## config.mk

```make
export PLATFORM = sky130hd
export DESIGN_NAME = inst_fetcher
export DESIGN_NICKNAME = d
export VERILOG_FILES = /design/src/rtl/inst_fetcher_pkg.sv /design/src/rtl/inst_fetcher.sv
export SDC_FILE = /design/constraint.sdc
export NUM_CORES = 1
export LEC_CHECK = 0
export CAP_MARGIN = 20
export CORE_MARGIN = 2
export CORE_UTILIZATION = 49
export CTS_BUF_LIST = sky130_fd_sc_hd__clkbuf_8
export DETAILED_ROUTE_END_ITERATION = 10
export HOLD_SLACK_MARGIN = 0.06
export PLACE_DENSITY_LB_ADDON = 0.1
export SYNTH_ARGS = -nofsm -noshare
export SYNTH_HDL_FRONTEND = slang
export SYNTH_SLANG_ARGS = --single-unit
```

## constraint.sdc

```tcl
create_clock -name clk_in -period 6.65 [get_ports clk_in]
set_clock_uncertainty 0.2 [all_clocks]
set_input_delay 1.33 -clock clk_in [delete_from_list [all_inputs] [get_ports clk_in]]
set_output_delay 1.33 -clock clk_in [all_outputs]
set_load 0.01 [all_outputs]
```

## src/rtl/inst_fetcher_pkg.sv

```systemverilog
// Shared types and constants for the instruction-fetch front end.
//   ADDR_WIDTH_DEF / INST_WIDTH_DEF : default address and instruction widths
//   fetch_state_t                   : 2-bit FSM encoding (FETCH, MISS, REFILL)
//   PC_INC                          : sequential PC step in bytes
package inst_fetcher_pkg;

    localparam int ADDR_WIDTH_DEF = 32;
    localparam int INST_WIDTH_DEF = 32;

    typedef enum logic [1:0] {
        FETCH  = 2'd0,
        MISS   = 2'd1,
        REFILL = 2'd2
    } fetch_state_t;

    localparam int PC_INC = 4;

endpackage

```

## src/rtl/inst_fetcher.sv

```systemverilog
// Instruction-fetch front end.
// Holds the PC and looks it up in the Icache every cycle. On a hit it delivers
// one instruction per cycle to the decode queue. On a miss it requests the word
// from the memory controller and writes the returned word into the Icache.
// A flush from commit redirects the PC and abandons any outstanding miss.
// Ports:
//   clk_in, rst_in         : clock, synchronous active-high reset
//   rdy_in                 : global ready, low freezes all state and outputs
//   ic_to_if_hit/_inst     : combinational Icache lookup result for the PC
//   if_to_ic_inst_addr     : lookup / fill address (always the current PC)
//   if_to_ic_inst/_valid   : Icache refill data and one-cycle write strobe
//   if_to_mc_req/_addr     : memory read request (level) and address
//   mc_to_if_done/_inst    : memory read completion pulse and data
//   dq_full                : decode queue back-pressure
//   if_to_dq_valid/_inst/_pc : delivered instruction and its PC
//   flush, flush_pc        : redirect request and target
module inst_fetcher
    import inst_fetcher_pkg::*;
#(
    parameter int                    ADDR_WIDTH = ADDR_WIDTH_DEF,
    parameter int                    INST_WIDTH = INST_WIDTH_DEF,
    parameter logic [ADDR_WIDTH-1:0] RESET_PC   = '0
) (
    input  logic                  clk_in,
    input  logic                  rst_in,
    input  logic                  rdy_in,
    input  logic                  ic_to_if_hit,
    input  logic [INST_WIDTH-1:0] ic_to_if_hit_inst,
    output logic [ADDR_WIDTH-1:0] if_to_ic_inst_addr,
    output logic [INST_WIDTH-1:0] if_to_ic_inst,
    output logic                  if_to_ic_inst_valid,
    output logic                  if_to_mc_req,
    output logic [ADDR_WIDTH-1:0] if_to_mc_addr,
    input  logic                  mc_to_if_done,
    input  logic [INST_WIDTH-1:0] mc_to_if_inst,
    input  logic                  dq_full,
    output logic                  if_to_dq_valid,
    output logic [INST_WIDTH-1:0] if_to_dq_inst,
    output logic [ADDR_WIDTH-1:0] if_to_dq_pc,
    input  logic                  flush,
    input  logic [ADDR_WIDTH-1:0] flush_pc
);

    fetch_state_t          state_reg, state_next;
    logic [ADDR_WIDTH-1:0] pc_reg, pc_next;
    logic [INST_WIDTH-1:0] ic_inst_reg, ic_inst_next;
    logic                  ic_valid_reg, ic_valid_next;
    logic                  mc_req_reg, mc_req_next;
    logic [ADDR_WIDTH-1:0] mc_addr_reg, mc_addr_next;
    logic                  dq_valid_reg, dq_valid_next;
    logic [INST_WIDTH-1:0] dq_inst_reg, dq_inst_next;
    logic [ADDR_WIDTH-1:0] dq_pc_reg, dq_pc_next;

    always_comb begin
        // Hold everything by default; this is exactly the rdy_in=0 behaviour,
        // including keeping a pending strobe visible.
        state_next    = state_reg;
        pc_next       = pc_reg;
        ic_inst_next  = ic_inst_reg;
        ic_valid_next = ic_valid_reg;
        mc_req_next   = mc_req_reg;
        mc_addr_next  = mc_addr_reg;
        dq_valid_next = dq_valid_reg;
        dq_inst_next  = dq_inst_reg;
        dq_pc_next    = dq_pc_reg;

        if (rdy_in) begin
            // Strobes are single-cycle pulses in every ready cycle.
            ic_valid_next = 1'b0;
            dq_valid_next = 1'b0;

            if (flush) begin
                // Dropping req aborts the memory read; a done arriving in the
                // same cycle is discarded because no refill strobe is raised.
                pc_next     = flush_pc;
                state_next  = FETCH;
                mc_req_next = 1'b0;
            end else begin
                case (state_reg)
                    FETCH: begin
                        if (ic_to_if_hit) begin
                            if (!dq_full) begin
                                dq_valid_next = 1'b1;
                                dq_inst_next  = ic_to_if_hit_inst;
                                dq_pc_next    = pc_reg;
                                // Natural modulo-2^ADDR_WIDTH wrap.
                                pc_next       = pc_reg + ADDR_WIDTH'(PC_INC);
                            end
                        end else begin
                            // Misses start regardless of decode-queue space.
                            mc_req_next  = 1'b1;
                            mc_addr_next = pc_reg;
                            state_next   = MISS;
                        end
                    end
                    MISS: begin
                        if (mc_to_if_done) begin
                            mc_req_next   = 1'b0;
                            ic_inst_next  = mc_to_if_inst;
                            ic_valid_next = 1'b1;
                            state_next    = REFILL;
                        end
                    end
                    REFILL: begin
                        // Icache is written at the end of this cycle; the
                        // following FETCH lookup then hits.
                        state_next = FETCH;
                    end
                    default: begin
                        state_next = FETCH;
                    end
                endcase
            end
        end
    end

    always_ff @(posedge clk_in) begin
        if (rst_in) begin
            state_reg    <= FETCH;
            pc_reg       <= RESET_PC;
            ic_inst_reg  <= '0;
            ic_valid_reg <= 1'b0;
            mc_req_reg   <= 1'b0;
            mc_addr_reg  <= '0;
            dq_valid_reg <= 1'b0;
            dq_inst_reg  <= '0;
            dq_pc_reg    <= '0;
        end else begin
            state_reg    <= state_next;
            pc_reg       <= pc_next;
            ic_inst_reg  <= ic_inst_next;
            ic_valid_reg <= ic_valid_next;
            mc_req_reg   <= mc_req_next;
            mc_addr_reg  <= mc_addr_next;
            dq_valid_reg <= dq_valid_next;
            dq_inst_reg  <= dq_inst_next;
            dq_pc_reg    <= dq_pc_next;
        end
    end

    assign if_to_ic_inst_addr  = pc_reg;
    assign if_to_ic_inst       = ic_inst_reg;
    assign if_to_ic_inst_valid = ic_valid_reg;
    assign if_to_mc_req        = mc_req_reg;
    assign if_to_mc_addr       = mc_addr_reg;
    assign if_to_dq_valid      = dq_valid_reg;
    assign if_to_dq_inst       = dq_inst_reg;
    assign if_to_dq_pc         = dq_pc_reg;

endmodule
```

-- After elaboration in Yosys (flattened, before gate mapping)
Index checks and enable logic that the tools add are counted.
- reductions and logical operators: 10
- bitwise logic cells: 3
- equal/unequal tests: 4
- multiplexer cells: 19
- add/sub/neg operators: 1
- operators with widths (kind ; number):
    $mux W32 ; 4
    $add A32 B3 Y32 const B ; 1
    $reduce_and A4 Y1 ; 4
    $mux W1 ; 10
    $mux W2 ; 3
    $ne A3 B3 Y1 const B ; 2
    $reduce_and A5 Y1 ; 1
    $pmux W2 S2 ; 1
    $reduce_bool A2 Y1 ; 2
    $not A1 Y1 ; 3
    $reduce_and A3 Y1 ; 1
    $reduce_bool A3 Y1 ; 1
    $eq A2 B1 Y1 const B ; 1
    $logic_not A2 Y1 ; 1
    $ne A2 B1 Y1 const B ; 1
    $pmux W1 S2 ; 1
- bits of input ports: 103
- logic and storage cells: 46
- register bits after elaboration: 165
- output and inout bits: 163

-- Logic depth before layout (Yosys ltp)
Gate-level depths: netlist of the first run.
- depth after elaboration: 5
- gate-level depth with buffers: 8
- depth with buffers taken out: 5

-- Least setup slack after synthesis of the first run
No wires, ideal clock.
- path kind: input to register
- start point: input dq_full
- end point: register pc_reg[17], in the netlist if_to_ic_inst_addr[17]
- path buffers: 2
- path slack: 3.487 ns
- stages: 6
- data arrival time: 2.889 ns
- library setup time: 0.074 ns
- required time: 6.376 ns
- path through: or3b_1 buf_2 or3_1 buf_2 or4_1 a31oi_1
- cells in the longest elaborated chain, start to end: 2
- RTL lines (element ; RTL line ; text):
    start: declaration ; inst_fetcher.sv:36 ; input logic dq_full,
    $ne A2 B1 Y1 (no source line) ; - ;
    $reduce_and A4 Y1 (no source line) ; - ;
    end signal: assignment ; inst_fetcher.sv:130 ; pc_reg <= pc_next;
    end: declaration ; inst_fetcher.sv:45 ; logic [ADDR_WIDTH-1:0] pc_reg, pc_next;
Every way passes these cells.
A chain may end at the register's enable or synchronous reset.

-- Worst setup path in the final report of the first run
- start point: input rdy_in
- end point: register pc_reg[17], in the netlist if_to_ic_inst_addr[17]
- cells in the longest elaborated chain, start to end: 1
- RTL lines (element ; RTL line ; text):
    start: declaration ; inst_fetcher.sv:26 ; input logic rdy_in,
    $reduce_and A4 Y1 (no source line) ; - ;
Every way passes these cells.

==> impl_metrics.json, run 1 <==
{
  "drv_slew": 0,
  "syn_to_final_growth_pct": 44.7,
  "fp.coreArea_um2": 13700,
  "endpoint_kind": "flip-flop",
  "start_util_pct": 49.5,
  "h-tree-depth": 4,
  "fmax_ghz": 0.250,
  "ctsHoldBuffers": 0,
  "drt_iter0_drc": 512,
  "cap_violations": 0,
  "rsz0062_at_grt": "false",
  "slew_headroom_pct": 42.0,
  "cts_buffer_depth": 2,
  "cts_buffers": 17,
  "reg2reg_depth": 4,
  "yosysTopAreaCell": "dfxtp_1",
  "ant_nets": 0,
  "ys_ff_latch": 165,
  "finalPower_mw": 1.90,
  "io_buffers": 265,
  "power_density_nw_per_um2": 194,
  "finalHoldViolations": 0,
  "synth_area_um2": 6790,
  "overflow": 0,
  "rows": 43,
  "clk_latency_ns": 0.45,
  "dieArea_um2": 14800,
  "path_max_fanout": 43,
  "wl_per_cell_um": 16.2,
  "tns_ns": 0,
  "path_class": "in2reg",
  "required_ns": 6.82,
  "drive_above_1_share_pct": 4.53,
  "grt_pass1_wl_mm": 33.2,
  "cts.reportedPaths.clkPinSlew_ns": 0.08,
  "cp.arrival_ns": 4.18,
  "crit_family": "simple AND/OR/NAND/NOR gates",
  "cts_setup_buffers": 0,
  "remaining_drc_errors": 0,
  "gp_congestion": 0.914,
  "vias_per_cell": 5.45,
  "critPathBufInv": 1,
  "hold_ws_ns": 0.253,
  "worst_slew_pin_slew_ns": 0.870,
  "cts_resized": 0,
  "wirelength_mm": 21.1,
  "hold_class": "reg2reg",
  "slowest_stage": "or3_2",
  "syn_nets": 1001,
  "syn_inst": 897,
  "drt-pass1-iter-count": 4,
  "grtUsageMet1_pct": 34.1,
  "grt_pass1_vias": 6608,
  "path_depth": 5,
  "post-route-min-period_ns": 4.00,
  "synthTopCellsByArea": "dfxtp_1 (49%), nand2_1 (16%), a21oi_1 (11%), clkbuf_1 (4.3%), a31oi_1 (1.7%)",
  "ys_warn_count": 0,
  "antenna_cells": 0,
  "layout_common_cells": "nand2_1 (295), clkdlybuf4s50_1 (263), dfxtp_1 (165), a21oi_1 (155), nor2_1 (20)",
  "setup.worst_path.start_class": "input port",
  "synth_cell_types": 48,
  "die_h_um": 122,
  "synth_top_area_share_pct": 48.6,
  "grtUsageMet3_pct": 10.2,
  "met2_usage_pct": 45.5,
  "busiest_layer": "met2",
  "place_hpwl_mm": 14.4,
  "seq_area_frac_synth_pct": 48.6,
  "finalCritPeriodShare_pct": 60.2,
  "synth-edff-count": 0,
  "ys.flop_type": "dfxtp_1",
  "vias": 7109,
  "p_leak_nw": 3.25,
  "vdd_drop_max_mv": 0.152,
  "postSynth.asyncResetShare_pct": 0,
  "antenna_found_initial": 0,
  "synth.avg_cell_area_um2": 7.57,
  "path_cells": "clkdlybuf4s50_1, nand2b_1, or3_2, or4_1, a31oi_1",
  "die_x_um": 122,
  "cts-root-buf": "clkbuf_8",
  "outcome": "finished, final reports clean",
  "grt_usage_pct": 28.3,
  "clock-sinks": 165,
  "layout_commonest_cell": "nand2_1",
  "grt_max_degree": 68,
  "cts_tree": "built",
  "io_pins": 266,
  "fin_nets": 1217,
  "setup_viol": 0,
  "cpPeakStageDelay_ns": 0.93,
  "min_path_cells": 2
}
-- layer usage --
metal / wire [um] / part of all wire [%]
met4: 578 / 2.7
met1: 8440 / 40
met2: 10100 / 48
met5: 0 / 0
met3: 1960 / 9.3
-- through the flow --
stage               setup WS (ns)  area (um2)  utilization [%]  instances
floorplan                    3.49        6790                -        897
global placement             2.23        9440             68.8       1271
detailed placement           2.19        9440             68.8       1271
CTS                          2.69        9780             71.3       1302
global route                 2.47        9830             71.6       1305
finish                       2.65        9830             71.6       1305
-- area by class of cell --
cell class	count	area (um2)
Fill cell	1168	3890
Multi-Input combinational cell	642	3160
Tap cell	180	225
Inverter	9	33.8
Clock buffer	18	248
Clock inverter	13	95.1
Timing Repair Buffer	278	2760
Sequential cell	165	3300
-- worst register-to-register path: stages (launching register included) --
cell,delay [ns]
dfxtp_1,0.38
or3b_1,0.54
or3_2,0.86
or4_1,0.63
a31oi_1,0.17
-- cell families after synthesis --
group	synth area share (%)
adders and majority gates	0.184
muxes	0.295
and+or+nand+nor	26.9
DFF	48.6
buffers and inverters	5.07
AOI/OAI and AO/OA	18.9
-- power breakdown --
part | internal, mW | switching, mW
Clock | 0.295 | 0.352
Sequential | 1.01 | 0.0351
Combinational | 0.116 | 0.0972
-- synthesized netlist by cell type (3+ instances only) --
master,number
nand2_1,295
dfxtp_1,165
a21oi_1,155
clkbuf_1,78
nor2_1,20
a31oi_1,19
nand4_1,16
nand3_1,15
and3_1,14
o21ai_0,11
and4_1,9
inv_1,9
nor4_1,9
o211ai_1,8
a211oi_1,5
nand2b_1,5
nor3_1,5
or3_1,5
a311o_1,4
and2_1,4
a211o_1,3
a21o_1,3
nand3b_1,3
nor2b_1,3
o311ai_0,3
or4_1,3
-- path summary, 6_finish.rpt --
kind,start,end,slack [ns]
max,rdy_in,if_to_ic_inst_addr[17],2.65
min,if_to_ic_inst[9],if_to_ic_inst[9],0.25
max reg2reg,state_reg[1],if_to_ic_inst_addr[17],3.80
min reg2reg,if_to_ic_inst[9],if_to_ic_inst[9],0.25
(Power assumes the default switching activity.)
==> inputs of run 2 (changes only) <==
--- a/config.mk
+++ b/config.mk
@@ -7,7 +7,7 @@
 export LEC_CHECK = 0
 export CAP_MARGIN = 20
 export CORE_MARGIN = 2
-export CORE_UTILIZATION = 49
+export CORE_UTILIZATION = 41
 export CTS_BUF_LIST = sky130_fd_sc_hd__clkbuf_8
 export DETAILED_ROUTE_END_ITERATION = 10
 export HOLD_SLACK_MARGIN = 0.06
==> constraint.sdc (replaced) <==
create_clock -name clk_in -period 3.2 [get_ports clk_in]
set_clock_uncertainty 0.2 [all_clocks]
set_input_delay 0.64 -clock clk_in [delete_from_list [all_inputs] [get_ports clk_in]]
set_output_delay 0.64 -clock clk_in [all_outputs]
set_load 0.01 [all_outputs]
==> impl_metrics.json, run 2 (synthesis results as in run 1) <==
{
  "grt_pass1_vias": 6570,
  "grt_max_degree": 77,
  "fin_util_pct": 61.0,
  "clk_latency_ns": 0.46,
  "hold_class": "reg2reg",
  "setup.worst_path.start_class": "input port",
  "die_h_um": 133,
  "io_pins": 266,
  "path_class": "in2reg",
  "die_x_um": 133,
  "antenna_found_initial": 1,
  "vdd_drop_max_mv": 0.267,
  "drt-pass1-iter-count": 5,
  "start_util_pct": 41.4,
  "finalHoldViolations": 0,
  "required_ns": 3.39,
  "worst_slack_ns": 0.574,
  "multi_input_area_um2": 3160,
  "power_density_nw_per_um2": 410,
  "p_leak_nw": 3.32,
  "cts_buffers": 17,
  "wl_per_cell_um": 16.1,
  "rsz0062_at_grt": "false",
  "rows": 47,
  "regArea_um2": 3300,
  "post-route-min-period_ns": 2.63,
  "place_ws_ns": 0.139,
  "instances_no_fill": 1357,
  "outcome": "finished, final reports clean",
  "remaining_drc_errors": 0,
  "ant_nets": 0,
  "finalCritPeriodShare_pct": 82.1,
  "path_max_fanout": 6,
  "wirelength_mm": 21.8,
  "vias_per_cell": 5.20,
  "setup_viol": 0,
  "grt_pass1_wl_mm": 34.8,
  "ctsHoldBuffers": 0,
  "fmax_ghz": 0.381,
  "overflow": 0,
  "vias": 7061,
  "final_area_um2": 10000,
  "grt_usage_pct": 24.6,
  "fin_nets": 1231,
  "cts_tree": "built",
  "cts.reportedPaths.clkPinSlew_ns": 0.08,
  "cts_resized": 0,
  "slew_headroom_pct": 56.6,
  "cp.arrival_ns": 2.81,
  "endpoint_kind": "flip-flop",
  "layout_commonest_cell": "nand2_1",
  "drv_slew": 0,
  "fillers": 1533,
  "layout_common_cells": "nand2_1 (295), clkdlybuf4s50_1 (263), dfxtp_1 (165), a21oi_1 (155), buf_4 (26)",
  "gp_congestion": 0.872,
  "cts_setup_buffers": 0,
  "worst_slew_pin_slew_ns": 0.646,
  "antenna_cells": 0,
  "fp.coreArea_um2": 16400,
  "syn_to_final_growth_pct": 47.3,
  "cts_buffer_depth": 2,
  "clock-sinks": 165,
  "dieArea_um2": 17600,
  "tns_ns": 0,
  "io_buffers": 265,
  "drive_above_1_share_pct": 5.63,
  "placed_cells": 1328,
  "h-tree-depth": 4,
  "place_hpwl_mm": 14.8,
  "finalPower_mw": 4.11,
  "cts-root-buf": "clkbuf_8",
  "cap_violations": 0,
  "hold_ws_ns": 0.255,
  "drt_iter0_drc": 514,
  "dpl_cell_area_um2": 9640
}
[run 2: cell types whose count changed in the layout (fill, tap and decap cells not counted)]
| cell | delta |
|---|---|
| clkbuf_8 | +1 |
| clkinv_2 | -4 |
| clkbuf_4 | -1 |
| buf_12 | +1 |
| inv_1 | -1 |
| bufinv_16 | +1 |
| inv_6 | +1 |
| buf_16 | -1 |
| buf_4 | +14 |
| buf_6 | +1 |
[run 2: worst paths after layout]
| path | to | cells after the start | slack [ns] | startpoint |
|---|---|---|---|---|
| hold reg to reg | if_to_dq_inst[29] | 2 | 0.26 | if_to_dq_inst[29] |
| hold / removal | if_to_dq_inst[29] | 2 | 0.26 | if_to_dq_inst[29] |
| setup reg to reg | if_to_ic_inst_addr[22] | 5 | 0.68 | if_to_ic_inst_addr[3] |
| setup / recovery | if_to_ic_inst_addr[15] | 6 | 0.57 | ic_to_if_hit |
[run 2: report_power, final]
| group | switching [mW] | internal (mW) | total (mW) |
|---|---|---|---|
| Combinational | 0.213 | 0.255 | 0.468 |
| Sequential | 0.0695 | 2.10 | 2.17 |
| Clock | 0.756 | 0.716 | 1.47 |
[run 2: layout make-up]
class	count	area share (%)
clock buffer	19	2.61
timing repair buffer	292	28.6
tap	220	2.75
clock inverter	10	1.10
inverter	9	0.338
multi-input combinational	642	31.6
sequential	165	33.0
[run 2: metal layers]
metal  GRT usage (%)  wire, um  vias up  part of all wire [%]
met5               0        10        -                 0.046
li1                -         -     3525                     -
met2            39.0     10100      251                    46
met1            32.0      9440     3255                    43
met3            8.28      1940       28                   8.9
met4            7.35       331        2                   1.5
[run 2: worst max-delay path, stage by stage]
cell	delay, ns
clkdlybuf4s50_1	0.55
nor4b_1	0.42
buf_4	0.20
o21ai_1	0.13
or4b_2	0.70
a31oi_1	0.17
==> inputs of run 3 (changes only) <==
==> constraint.sdc (replaced) <==
create_clock -name clk_in -period 2.1 [get_ports clk_in]
set_clock_uncertainty 0.2 [all_clocks]
set_input_delay 0.42 -clock clk_in [delete_from_list [all_inputs] [get_ports clk_in]]
set_output_delay 0.42 -clock clk_in [all_outputs]
set_load 0.01 [all_outputs]
==> impl_metrics.json, run 3 (synthesis results as in run 1) <==
{
  "vias_per_cell": 5.23,
  "power_density_nw_per_um2": 621,
  "start_util_pct": 41.4,
  "instances_no_fill": 1424,
  "io_pins": 266,
  "slew_headroom_pct": 65.1,
  "gp_congestion": 0.925,
  "fillers": 1417,
  "drv_slew": 0,
  "cap_violations": 0,
  "place_ws_ns": -0.698,
  "layout_common_cells": "nand2_1 (295), clkdlybuf4s50_1 (241), a21oi_1 (155), dfxtp_1 (144), buf_4 (81)",
  "grt_pass1_wl_mm": 36.8,
  "cts_tree": "built",
  "wirelength_mm": 23.0,
  "die_x_um": 133,
  "rows": 47,
  "fmax_ghz": 0.482,
  "dieArea_um2": 17600,
  "grt_max_degree": 80,
  "drt-pass1-iter-count": 5,
  "rsz0062_at_grt": "true",
  "setup.worst_path.start_class": "flip-flop",
  "hold_ws_ns": 0.156,
  "io_buffers": 265,
  "drive_above_1_share_pct": 13.1,
  "hold_class": "in2reg",
  "antenna_found_initial": 1,
  "worst_slew_pin_slew_ns": 0.520,
  "cts.reportedPaths.clkPinSlew_ns": 0.09,
  "layout_commonest_cell": "nand2_1",
  "clk_latency_ns": 0.46,
  "setup_viol": 0,
  "p_leak_nw": 3.87,
  "min_path_cells": 2,
  "worst_slack_ns": 0.0247,
  "path_class": "reg2reg",
  "required_ns": 2.27,
  "fin_nets": 1294,
  "grt_pass1_vias": 7077,
  "die_h_um": 133,
  "grt_usage_pct": 26.0,
  "ff2ff_setup_slack_ns": 0.02,
  "cts_buffer_depth": 2,
  "vias": 7447,
  "h-tree-depth": 4,
  "fin_util_pct": 65.6,
  "cts_buffers": 17,
  "finalCritPeriodShare_pct": 98.8,
  "placed_cells": 1383,
  "endpoint_kind": "flip-flop",
  "wl_per_cell_um": 16.2,
  "syn_to_final_growth_pct": 58.5,
  "overflow": 0,
  "drt_iter0_drc": 498,
  "finalHoldViolations": 0,
  "reg2reg_depth": 5,
  "outcome": "finished, final reports clean",
  "ant_nets": 0,
  "remaining_drc_errors": 0,
  "cts-root-buf": "clkbuf_8",
  "place_hpwl_mm": 16.2,
  "vdd_drop_max_mv": 0.353,
  "fp.coreArea_um2": 16400,
  "post-route-min-period_ns": 2.08,
  "clock-sinks": 165,
  "cp.arrival_ns": 2.24,
  "path_max_fanout": 4
}
run 3: cell types whose count changed in the layout (fill, tap and decap cells not counted), moves of 3 or more:
cell and change:
buf_12 +7, buf_4 +55, clkdlybuf4s50_1 -22, dfxtp_1 -21
dfxtp_2 +11, dfxtp_4 +10, dlygate4sd2_1 +19, dlymetal6s2s_1 +3
run 3: final cells by class:
| class | instances | area, um2 | area share [%] |
|---|---|---|---|
| repair buffers | 355 | 3410 | 31.6 |
| flip-flops and latches | 165 | 3350 | 31.2 |
| multi-input cells | 642 | 3240 | 30.1 |
| clock buffers | 20 | 275 | 2.56 |
| well taps | 220 | 275 | 2.56 |
| clock inverters | 12 | 176 | 1.64 |
| inverters | 9 | 33.8 | 0.314 |
| diodes | 1 | 2.50 | 0.0232 |
run 3: layer usage:
layer	global-route usage, %	vias to the layer above	share of wire (%)
met1	33.3	3461	43
met4	10.5	0	2.6
met5	0	-	0
met3	7.39	50	7.8
met2	41.2	282	47
li1	-	3654	-
run 3: timing repair:
item	in CTS	in global routing
gates resized for setup	49	18
pin swaps	10	7
hold buffers	0	0
hold endpoints to repair	0	0
setup endpoints to repair	78	26
setup buffers	8	0
run 3: stage by stage:
stage | TNS (ns) | total power [mW] | cell area, um2
after floorplan | -1.12 | 3.64 | 6860
after global placement | -52.03 | 4.15 | 10100
after detailed placement | -55.78 | 4.15 | 10100
after CTS | 0 | 6.73 | 10700
after global routing | -0.0573 | 6.95 | 10800
final | 0 | 6.69 | 10800
run 3: critical path, stage by stage, from the launching register on:
cell      delay, ns
dfxtp_4        0.35
or3b_4         0.37
or3_4          0.35
buf_12         0.14
or3_4          0.33
o311ai_4       0.25
run 3: final timing paths:
check / start / to
setup / recovery: state_reg[1] / if_to_ic_inst_addr[31]
hold reg to reg: if_to_dq_inst[14] / if_to_dq_inst[14]
setup reg to reg: state_reg[1] / if_to_ic_inst_addr[31]
hold / removal: rst_in / if_to_dq_pc[17]
run 3: power breakdown:
part / leakage, nW / switching, mW / internal, mW / total (mW)
logic: 2.29 / 0.381 / 0.447 / 0.828
clock network: 0.236 / 1.20 / 1.40 / 2.59
registers: 1.35 / 0.0746 / 3.19 / 3.27
